[src/rtl/radd_pipe.sv]
// Pipelined ripple-carry adder/subtractor: the operand is cut into SEG_W-bit
// carry segments, each resolved in its own register stage.
module radd_pipe #(
   parameter int WIDTH = 32,
   parameter int SEG_W = 8
) (
   input  logic             clk,
   input  logic             rst_n,
   input  logic             in_valid,
   output logic             in_ready,
   input  logic [WIDTH-1:0] a,
   input  logic [WIDTH-1:0] b,
   input  logic             cin,
   input  logic             sub,
   output logic             out_valid,
   input  logic             out_ready,
   output logic [WIDTH-1:0] sum,
   output logic             cout,
   output logic             ovf
);

   // WIDTH must be a multiple of SEG_W.
   localparam int STAGES = WIDTH / SEG_W;

   // Handshake: a beat moves on a rising edge when valid and ready are both
   // high; ready never depends on valid. The whole pipe advances together
   // whenever the output slot is empty or being drained, so in_ready = adv.
   logic             adv;
   logic [WIDTH-1:0] bx;
   logic             c0;

   assign adv      = !out_valid || out_ready;
   assign in_ready = adv;
   assign bx       = sub ? ~b : b;
   assign c0       = sub ? 1'b1 : cin;

   function automatic logic [SEG_W:0] seg_add(input logic [SEG_W-1:0] x,
                                              input logic [SEG_W-1:0] y,
                                              input logic             ci);
      logic [SEG_W:0] r;
      logic           c;
      r = '0;
      c = ci;
      for (int i = 0; i < SEG_W; i++) begin
         r[i] = x[i] ^ y[i] ^ c;
         c    = (x[i] & y[i]) | (c & (x[i] ^ y[i]));
      end
      r[SEG_W] = c;
      return r;
   endfunction

   for (genvar k = 0; k < STAGES; k++) begin : stg
      // Operands shrink by one segment per stage; finished sums grow by one.
      localparam int OPW = WIDTH - k * SEG_W;
      localparam int SW  = (k + 1) * SEG_W;

      logic [OPW-1:0] a_d;
      logic [OPW-1:0] b_d;
      logic           c_d;
      logic           v_d;
      logic [SEG_W:0] seg;
      logic [SW-1:0]  s_nx;
      logic           v_q;
      logic           c_q;
      logic [SW-1:0]  s_q;

      assign seg = seg_add(a_d[SEG_W-1:0], b_d[SEG_W-1:0], c_d);

      if (k == 0) begin : head
         assign a_d  = a;
         assign b_d  = bx;
         assign c_d  = c0;
         assign v_d  = in_valid;
         assign s_nx = seg[SEG_W-1:0];
      end else begin : tail
         assign a_d  = stg[k-1].fwd.a_q;
         assign b_d  = stg[k-1].fwd.b_q;
         assign c_d  = stg[k-1].c_q;
         assign v_d  = stg[k-1].v_q;
         assign s_nx = {seg[SEG_W-1:0], stg[k-1].s_q};
      end

      always_ff @(posedge clk) begin
         if (!rst_n) begin
            v_q <= 1'b0;
            c_q <= 1'b0;
            s_q <= '0;
         end else if (adv) begin
            v_q <= v_d;
            c_q <= seg[SEG_W];
            s_q <= s_nx;
         end
      end

      if (k < STAGES - 1) begin : fwd
         logic [OPW-SEG_W-1:0] a_q;
         logic [OPW-SEG_W-1:0] b_q;

         always_ff @(posedge clk) begin
            if (!rst_n) begin
               a_q <= '0;
               b_q <= '0;
            end else if (adv) begin
               a_q <= a_d[OPW-1:SEG_W];
               b_q <= b_d[OPW-1:SEG_W];
            end
         end
      end

      if (k == STAGES - 1) begin : lst
         logic o_q;

         // Same-sign operands producing a differently signed result.
         always_ff @(posedge clk) begin
            if (!rst_n) begin
               o_q <= 1'b0;
            end else if (adv) begin
               o_q <= (a_d[SEG_W-1] == b_d[SEG_W-1]) && (seg[SEG_W-1] != a_d[SEG_W-1]);
            end
         end
      end
   end

   assign out_valid = stg[STAGES-1].v_q;
   assign sum       = stg[STAGES-1].s_q;
   assign cout      = stg[STAGES-1].c_q;
   assign ovf       = stg[STAGES-1].lst.o_q;

endmodule

[config.mk]
export PLATFORM = sky130hd
export DESIGN_NAME = radd_pipe
export DESIGN_NICKNAME = d
export VERILOG_FILES = /design/src/rtl/radd_pipe.sv
export SDC_FILE = /design/constraint.sdc
export NUM_CORES = 1
export LEC_CHECK = 0
export ABC_AREA = 1
export ABC_CLOCK_PERIOD_IN_PS = 4600
export CAP_MARGIN = 20
export CORE_AREA = 8 8 146 148
export DETAILED_ROUTE_END_ITERATION = 12
export DIE_AREA = 0 0 154 156
export PLACE_DENSITY = 0.61
export REMOVE_ABC_BUFFERS = 1
export SYNTH_ARGS = -nofsm -noshare
export SYNTH_HDL_FRONTEND = slang
export SYNTH_SLANG_ARGS = --single-unit
[constraint.sdc]
create_clock -name clk -period 4.6 [get_ports clk]
set_input_delay 1.15 -clock clk [delete_from_list [all_inputs] [get_ports clk]]
set_output_delay 1.15 -clock clk [all_outputs]
set_load 0.02 [all_outputs]
After elaboration in Yosys (flattened, before gate mapping):

Index checks and enable logic that the tools add are counted.

* add/sub/neg operators: 0
* shift operators: 0
* muxes and demuxes: 2
* eq/ne operators: 2
* multipliers: 0
* order comparisons: 0
* reductions and logical operators: 3
* div/mod/pow operators: 0
* bitwise logic cells: 161

Operators with widths (count)
* bitwise AND 1 bit: 64
* bitwise XOR 1 bit: 64
* 2-to-1 mux 32 bit: 1
* NOT 32 bit: 1
* OR 1 bit: 32
* equality test 1 bit: 1
* logical AND 1 bit: 1
* logical NOT 1 bit: 1
* logical OR 1 bit: 1
* 2-to-1 mux 1 bit: 1
* != test 1 bit: 1

* logic and storage cells: 187
* bits in latches: 0
* memories kept: 0
* output and inout port bits: 36
* register bits: 185
* memory bits (writable): 0
* bits in read-only memories: 0

Longest topological paths before layout:

Gate-level depths: netlist of the first run.

* word-level depth: 19
* depth in mapped cells: 15

Worst setup path before layout of the first run:

OpenSTA, ideal clock, no wires.

* kind: in2reg
* from: in sub
* to: reg stg[0].s_q[7]
* path buffers: 2
* stages: 15
* data arrival time: 4.763 ns
* required time: 4.484 ns
* slack: -0.279 ns
* cell sequence: buf_4 > buf_4 > xor2_1 > fa_1 > inv_1 > fa_1 > fa_1 > fa_1 > fa_1 > fa_1 > fa_1 > inv_1 > fa_1 > nor2_1 > nor2_1

* longest elaborated chain between the ends: 17
* elaborated cells between the ends (all ways): 32
* classes of those cells: 2 x mux; 30 x bitwise

Ends and longest elaborated chain
* from (decl): line 14 `input logic sub,`
* 2-to-1 mux 32 bit: line 34 `assign bx = sub ? ~b : b;`
* bitwise XOR 1 bit: line 46 `c = (x[i] & y[i]) | (c & (x[i] ^ y[i]));`
* bitwise AND 1 bit: line 46
* OR 1 bit: line 46
* bitwise AND 1 bit: line 46
* OR 1 bit: line 46
* bitwise AND 1 bit: line 46
* OR 1 bit: line 46
* [2 not listed]
* bitwise AND 1 bit: line 46
* OR 1 bit: line 46
* bitwise AND 1 bit: line 46
* OR 1 bit: line 46
* bitwise AND 1 bit: line 46
* OR 1 bit: line 46
* bitwise XOR 1 bit *: line 45 `r[i] = x[i] ^ y[i] ^ c;`
* net stg[0].s_nx[7]: line 62 `logic [SW-1:0] s_nx;`
* to (signal assigned): line 91 `s_q <= s_nx;`
* to (decl): line 65 `logic [SW-1:0] s_q;`

Mark *: on every way through the listed nets, which the timed path passes. The rest lies on a longest branch.
A chain may end at the register's enable or synchronous reset.

Worst setup path after layout of the first run:

* from: in cin
* to: reg stg[0].s_q[7]

* longest elaborated chain between the ends: 16

Ends and longest elaborated chain
* from (decl): line 13 `input logic cin,`
* 2-to-1 mux 1 bit: line 35 `assign c0 = sub ? 1'b1 : cin;`
* bitwise AND 1 bit: line 46
* OR 1 bit: line 46
* bitwise AND 1 bit: line 46
* OR 1 bit: line 46
* bitwise AND 1 bit: line 46
* OR 1 bit: line 46
* bitwise AND 1 bit: line 46
* OR 1 bit: line 46
* bitwise AND 1 bit: line 46
* OR 1 bit: line 46
* bitwise AND 1 bit: line 46
* OR 1 bit: line 46
* bitwise AND 1 bit: line 46
* OR 1 bit: line 46
* bitwise XOR 1 bit: line 45
* net stg[0].s_nx[7]: line 62

The timed path passes the listed nets, and every way through them passes these cells.

==> summary.txt, run 1 <==
Power
  – Sw Ratio: 23.8%
  – Internal power: 0.00287 W
  – Tot Pwr: 0.00377 W
  – Seq pwr share: 47.6%
  – Worst VDD drop: 245 µV
  – Net Switching: 0.000898 W
  – Clock power share: around two fifths
  – P_leak: 3.79 nW
  – Power per Cell Area: 408 nW/µm²
  – Logic pwr share: 11.8%

STA
  – Fin. max-slew vios: 0
  – Final hold vios: 0
  – Slew Limit Headroom: between 40 and 50%
  – Final setup fails: 0
  – Worst-margin pin slew: between 800 and 900 ps
  – Fmax: approximately 230 MHz
  – Minimum clock period: 4390 ps
  – Period Utilization, post-route: 95.5%
  – Unrepaired setup endpoints after global routing: no
  – Skew final: 8.10 ps

Route
  – Metal2 WL: roughly 7.5 mm
  – Met3 wire len: 614 µm
  – WL/cell: between 10 and 15 µm
  – Vias: approximately 5800
  – Top Metal Used: met5
  – Vias per cell: 4.63
  – TritonRoute pass-1 iters: 4
  – Met1 WL: 7.51 mm
  – Post-Route WL: around 16 mm
  – Remaining antenna violation count after routing: 0
  – # DRC: 0
  – Detailed Route Iter0 Violations: about 360

CTS
  – Worst skew pair latency: 420 ps
  – TritonCTS Buffers: 17
  – # Post-CTS Setup Buffers: 0
  – Clock H-tree levels: 4
  – CTS tree: yes
  – Root buf cell: clkbuf_16
  – Longest Clk Path Bufs: 2
  – Clock sinks: 185
  – Clk pin slew, worst setup/hold paths: 60 ps

Global route
  – First-pass GRT wire length: 26.9 mm
  – Global route overflow: 0
  – All-Layer GR Usage: 13.6%
  – Largest net degree at the start of global routing: 97
  – Vias in the first global route: 5753
  – Antenna violations before repair: 1

Layout
  – Nets: 1107
  – Fraction of layout cells with a size suffix above 1: 4.72%
  – Area grow syn2layout: 23.9%
  – Commonest cells after routing, fill and taps aside: 371 x nor2_1, 185 x dfxtp_1, 169 x o21ai_0, 102 x clkdlybuf4s50_1, 46 x nand2_1
  – Most common cell after layout, fill and taps aside: nor2_1
  – ANT cells: 0
  – Final core utilization: between 40% and 50%

Synth
  – Post-synthesis compound-gate area fraction: 11.5%
  – Register area share after synthesis: 49.6%
  – Flops & latches, synth: 185
  – Syn Inst Count: 936
  – Distinct cells, synth: 20
  – Post-synth top area share: 49.6%
  – Syn avg cell area: 7.97 µm²
  – Adder-Cell Fraction of Synth Area: 8.75%
  – Synth Area in XOR/XNOR: 2.93%
  – Post-Synth Simple-Gate Area: between 20% and 30%
  – Largest family of logic cells by synthesized area: simple AND/OR/NAND/NOR gates
  – Mapped cell area: ~7500 µm²
  – Mux share of post-synthesis cell area: 0%
  – Main area contributors after synthesis: dfxtp_1 50%, nor2_1 19%, o21ai_0 11%, fa_1 8.6%, nand2_1 2.3%
  – Post-synth top area cell: dfxtp_1
  – Synthesis warning total: 0

Setup path
  – Crit path arrival time: 4700 ps
  – Reg2reg end: ovf
  – RR Startpoint: stg[2].c_q
  – Reg2reg path depth: 15
  – Worst Path Max Fanout: 1
  – R2R setup slack: approximately 720 ps
  – Worst Path Required: 4910 ps
  – Crit Path Category: input port to flip-flop
  – Crit path launch type: input port
  – Crit. Startpoint: cin
  – CP Capture Type: flip-flop

Job
  – Maxcap violations: 0

Outcome
  – Status: finished, final reports clean

Floorplan
  – Row count: 51
  – Die Area: 24000 µm²
  – Die W: roughly 150 µm
  – I/O Pins: 106
  – Initial Util: between 30 and 40%
  – Core region area: 19100 µm²
  – Die H: 156 µm

Hold path
  – Worst hold start: stg[0].fwd.a_q[13]
  – Hold Path Class: flip-flop to flip-flop
  – Hold depth: 2
  – Hold EP: stg[1].fwd.a_q[5]

Placed design
  – Input/output buffers: 105
  – Routability-driven placement congestion ratio: about 0.7
  – Detailed-placement wirelength estimate: ~9.5 mm
-- logic make-up (layout without fill, tap and decap cells) --
family	Yosys count	count (layout)
AND/OR/NAND/NOR	421	421
AO/OA/AOI/OAI	172	172
XOR/XNOR	25	25
buffers and inverters	100	180
flip-flops	185	185
adder cells (fa/ha/maj)	33	33
-- layout make-up --
| type | count | area (µm²) |
|---|---|---|
| fillers | 1921 | 9830 |
| flip-flops and latches | 185 | 3700 |
| multi-input cells | 651 | 3360 |
| repair buffers | 113 | 1130 |
| clock buffers | 21 | 450 |
| well taps | 238 | 298 |
| clock inverters | 10 | 168 |
| inverters | 36 | 135 |
-- power groups by stage --
| stage | clock network [W] | logic [W] | registers [W] |
|---|---|---|---|
| 3_3_place_gp | 0 | 0.000444 | 0.00183 |
| 4_1_cts | 0.00159 | 0.000454 | 0.00179 |
| 3_5_place_dp | 0 | 0.000449 | 0.00183 |
| 6_report | 0.00153 | 0.000446 | 0.00179 |
| 5_1_grt | 0.00165 | 0.000516 | 0.00181 |
| 2_1_floorplan | 0 | 0.000250 | 0.00184 |
-- worst max path at each step --
stage                                to  slack, ps  cells after the start
after global routing      stg[0].s_q[7]        110                     14
after global placement    stg[0].s_q[7]       -490                     14
final                     stg[0].s_q[7]        210                     14
after CTS                 stg[0].s_q[7]         20                     14
after detailed placement  stg[0].s_q[7]       -540                     14
after floorplan                     ovf       -130                      4
-- worst max-delay path, cell delays in order --
cell             delay (ps)
clkdlybuf4s50_1         440
or2_2                   100
fa_2                    180
inv_1                    50
fa_1                    400
fa_2                    350
fa_2                    340
fa_2                    350
fa_2                    340
fa_1                    360
inv_1                    70
fa_1                    400
nor2_1                  110
nor2_1                   50
-- timing repair --
| action | CTS | global route |
|---|---|---|
| endpoints found under the setup margin | 1 | 1 |
| resized for setup | 4 | 3 |
| pin swaps | 0 | 1 |
| hold endpoints to repair | 0 | 0 |
| hold buffers | 0 | 0 |
-- sequential cells by signal, summed over array words and instances (netlist names) --
signal,cells
stg.fwd.a_q,48
stg.fwd.b_q,48
stg.s_q,48
sum,32
stg.c_q,3
stg.v_q,3
cout,1
out_valid,1
ovf,1
-- stage by stage --
step | cell area, µm² | worst slack, ps | std cells | setup TNS, ps | hold slack [ps]
after CTS | 9230 | 20.6 | 1254 | 0 | 479
final | 9250 | 209 | 1254 | 0 | 473
after floorplan | 7160 | -127 | 872 | -574 | 435
after detailed placement | 8610 | -545 | 1223 | -980 | 462
after global placement | 8610 | -491 | 1223 | -812 | 458
after global routing | 9250 | 106 | 1254 | 0 | 490
-- cell usage after synthesis --
| cell type | count |
|---|---|
| nor2_1 | 371 |
| dfxtp_1 | 185 |
| o21ai_0 | 169 |
| nand2_1 | 46 |
| inv_1 | 35 |
| fa_1 | 32 |
| buf_2 | 27 |
| clkbuf_1 | 22 |
| xor2_1 | 19 |
| clkbuf_2 | 9 |
| xnor2_1 | 6 |
| buf_4 | 4 |
| a21oi_1 | 3 |
| buf_1 | 2 |
| ha_1 | 1 |
| inv_2 | 1 |
| nand2_2 | 1 |
| nand3_1 | 1 |
| nor2_2 | 1 |
| or2_2 | 1 |
-- per-layer routing --
metal	vias up	GRT usage [%]
li1	3048	-
met1	2667	16.1
met2	80	23.2
met3	15	3.71
met4	2	5.09
met5	-	0
No activity file was read; power rests on OpenSTA's default activity.
==> inputs of run 2 (changes only) <==
- CELL_PAD_IN_SITES_DETAIL_PLACEMENT: default -> 1
- CELL_PAD_IN_SITES_GLOBAL_PLACEMENT: default -> 1
- CORE_AREA: 8 8 146 148 -> 8 8 153 155
- DIE_AREA: 0 0 154 156 -> 0 0 161 163
- GPL_TIMING_DRIVEN: default -> 1
- PLACE_DENSITY: 0.61 -> 0.73
==> run 2 against run 1 <==
Compared with the run above:
- sequential power about the same
- combinational power up 2%
- critical endpoint unchanged
- clock skew up 9.6 ps
==> summary.txt, run 2 (synthesis results as in run 1) <==
Layout
  – Fraction of layout cells with a size suffix above 1: under 10%
  – Most common cell after layout, fill and taps aside: nor2_1
  – Design area: around 9300 µm²
  – Final core utilization: 44.8%
  – Nets: 1106
  – Reg area: 3700 µm²
  – ANT cells: 0
  – Area grow syn2layout: 25.1%
  – Filler Cell Count: 2486
  – Largest registers: stg.fwd.a_q x48, stg.fwd.b_q x48, stg.s_q x48
  – Commonest cells after routing, fill and taps aside: 371 x nor2_1, 185 x dfxtp_1, 169 x o21ai_0, 102 x clkdlybuf4s50_1, 46 x nand2_1
  – Multi-input logic area: 3360 µm²

Route
  – Vias: 5927
  – Detailed Route Iter0 Violations: 263
  – Remaining antenna violation count after routing: 0
  – # DRC: 0
  – Vias per cell: around 4.6
  – Post-Route WL: 17.5 mm
  – TritonRoute pass-1 iters: 4
  – WL/cell: 13.6 µm

CTS
  – Clk pin slew, worst setup/hold paths: 70 ps
  – # Post-CTS Setup Buffers: 0
  – TritonCTS Buffers: 17
  – Worst skew pair latency: about 430 ps
  – Clock sinks: between 150 and 200
  – Root buf cell: clkbuf_16
  – Longest Clk Path Bufs: 2
  – CTS tree: yes
  – Clock H-tree levels: 4

Job
  – Maxcap violations: 0

Placed design
  – Pre-CTS setup slack: -655 ps
  – Routability-driven placement congestion ratio: approximately 0.7
  – Cell Area, Placed: 8660 µm²
  – Input/output buffers: between 100 and 150
  – Detailed-placement wirelength estimate: 10.6 mm

STA
  – Slew Limit Headroom: 42.3%
  – Final worst slack: 174 ps
  – Final hold vios: 0
  – Final setup fails: 0
  – Worst-margin pin slew: 865 ps
  – Fmax: roughly 230 MHz
  – Fin. max-slew vios: 0
  – Period Utilization, post-route: 96.2%
  – Minimum clock period: roughly 4400 ps
  – Skew final: 17.7 ps
  – Unrepaired setup endpoints after global routing: no

Setup path
  – Crit path arrival time: 4740 ps
  – Worst Path Required: 4910 ps
  – CP Capture Type: flip-flop
  – Worst Path Max Fanout: 1
  – Crit path launch type: input port
  – Crit Path Category: input port to flip-flop

Global route
  – Vias in the first global route: 6030
  – Antenna violations before repair: 0
  – First-pass GRT wire length: 29.4 mm
  – Global route overflow: 0
  – Largest net degree at the start of global routing: around 170
  – All-Layer GR Usage: 13.6%

Floorplan
  – Core region area: 20800 µm²
  – Die Area: roughly 26000 µm²
  – Die W: about 160 µm
  – Row count: 53
  – Initial Util: approximately 36%
  – I/O Pins: 106
  – Die H: about 160 µm

Power
  – Tot Pwr: 0.00386 W
  – P_leak: 3.81 nW
  – Worst VDD drop: about 220 µV
  – Power per Cell Area: 414 nW/µm²

Hold path
  – Hold Path Class: flip-flop to flip-flop

Outcome
  – Status: finished, final reports clean
-- run 2: changes by cell type in the layout (fill, tap and decap cells not counted), sizes merged --
cell      before  now
clkinv         3    1
clkinvlp       1    2
inv           38   40
clkbuf        21   20
buf           10    9
-- run 2: stage by stage --
step / hold WS [ps] / cells / setup TNS [ps]
floorplan: 435 / 872 / -574
global placement: 453 / 1259 / -1060
detailed placement: 466 / 1259 / -1270
CTS: 484 / 1290 / 0
global route: 499 / 1290 / 0
finish: 477 / 1290 / 0
-- run 2: power by group --
| group | total [W] | switching [W] | internal, W |
|---|---|---|---|
| registers | 0.00180 | 0.0000669 | 0.00173 |
| clock network | 0.00161 | 0.000643 | 0.000963 |
| logic | 0.000457 | 0.000239 | 0.000218 |
| total | 0.00386 | 0.000949 | 0.00291 |
-- run 2: cell type report --
| type | count | share of cell area, % |
|---|---|---|
| Clock buffer | 20 | 5.00 |
| Clock inverter | 11 | 1.97 |
| Inverter | 36 | 1.45 |
| Multi-Input combinational cell | 651 | 36.0 |
| Sequential cell | 185 | 39.7 |
| Tap cell | 275 | 3.69 |
| Timing Repair Buffer | 112 | 12.2 |
-- run 2: timing repair --
item,4_1_cts,5_1_grt
gates resized for setup,7,1
hold buffers,0,0
setup endpoints to repair,1,1
pin swaps,1,1
-- run 2: final timing paths --
kind                                          from           endpoint  slack, ps  depth (start not counted)
worst min register to register  stg[0].fwd.b_q[14]  stg[1].fwd.b_q[6]        480                          2
worst min-delay path            stg[0].fwd.b_q[14]  stg[1].fwd.b_q[6]        480                          2
worst max-delay path                           cin      stg[0].s_q[7]        170                         14
worst max register to register          stg[2].c_q                ovf        680                         15
-- run 2: routing by layer --
layer	GRT usage, %	routed length (µm)
met5	0	0
met4	4.92	234
met1	17.8	8620
met3	2.76	481
met2	21.8	8160
-- run 2: worst max-delay path, cell delays in order --
cell	delay [ps]
clkdlybuf4s50_1	440
or2_2	110
fa_2	190
inv_1	60
fa_2	360
fa_2	350
fa_2	350
fa_2	350
fa_2	340
fa_1	360
inv_1	80
fa_1	410
nor2_1	110
nor2_1	70
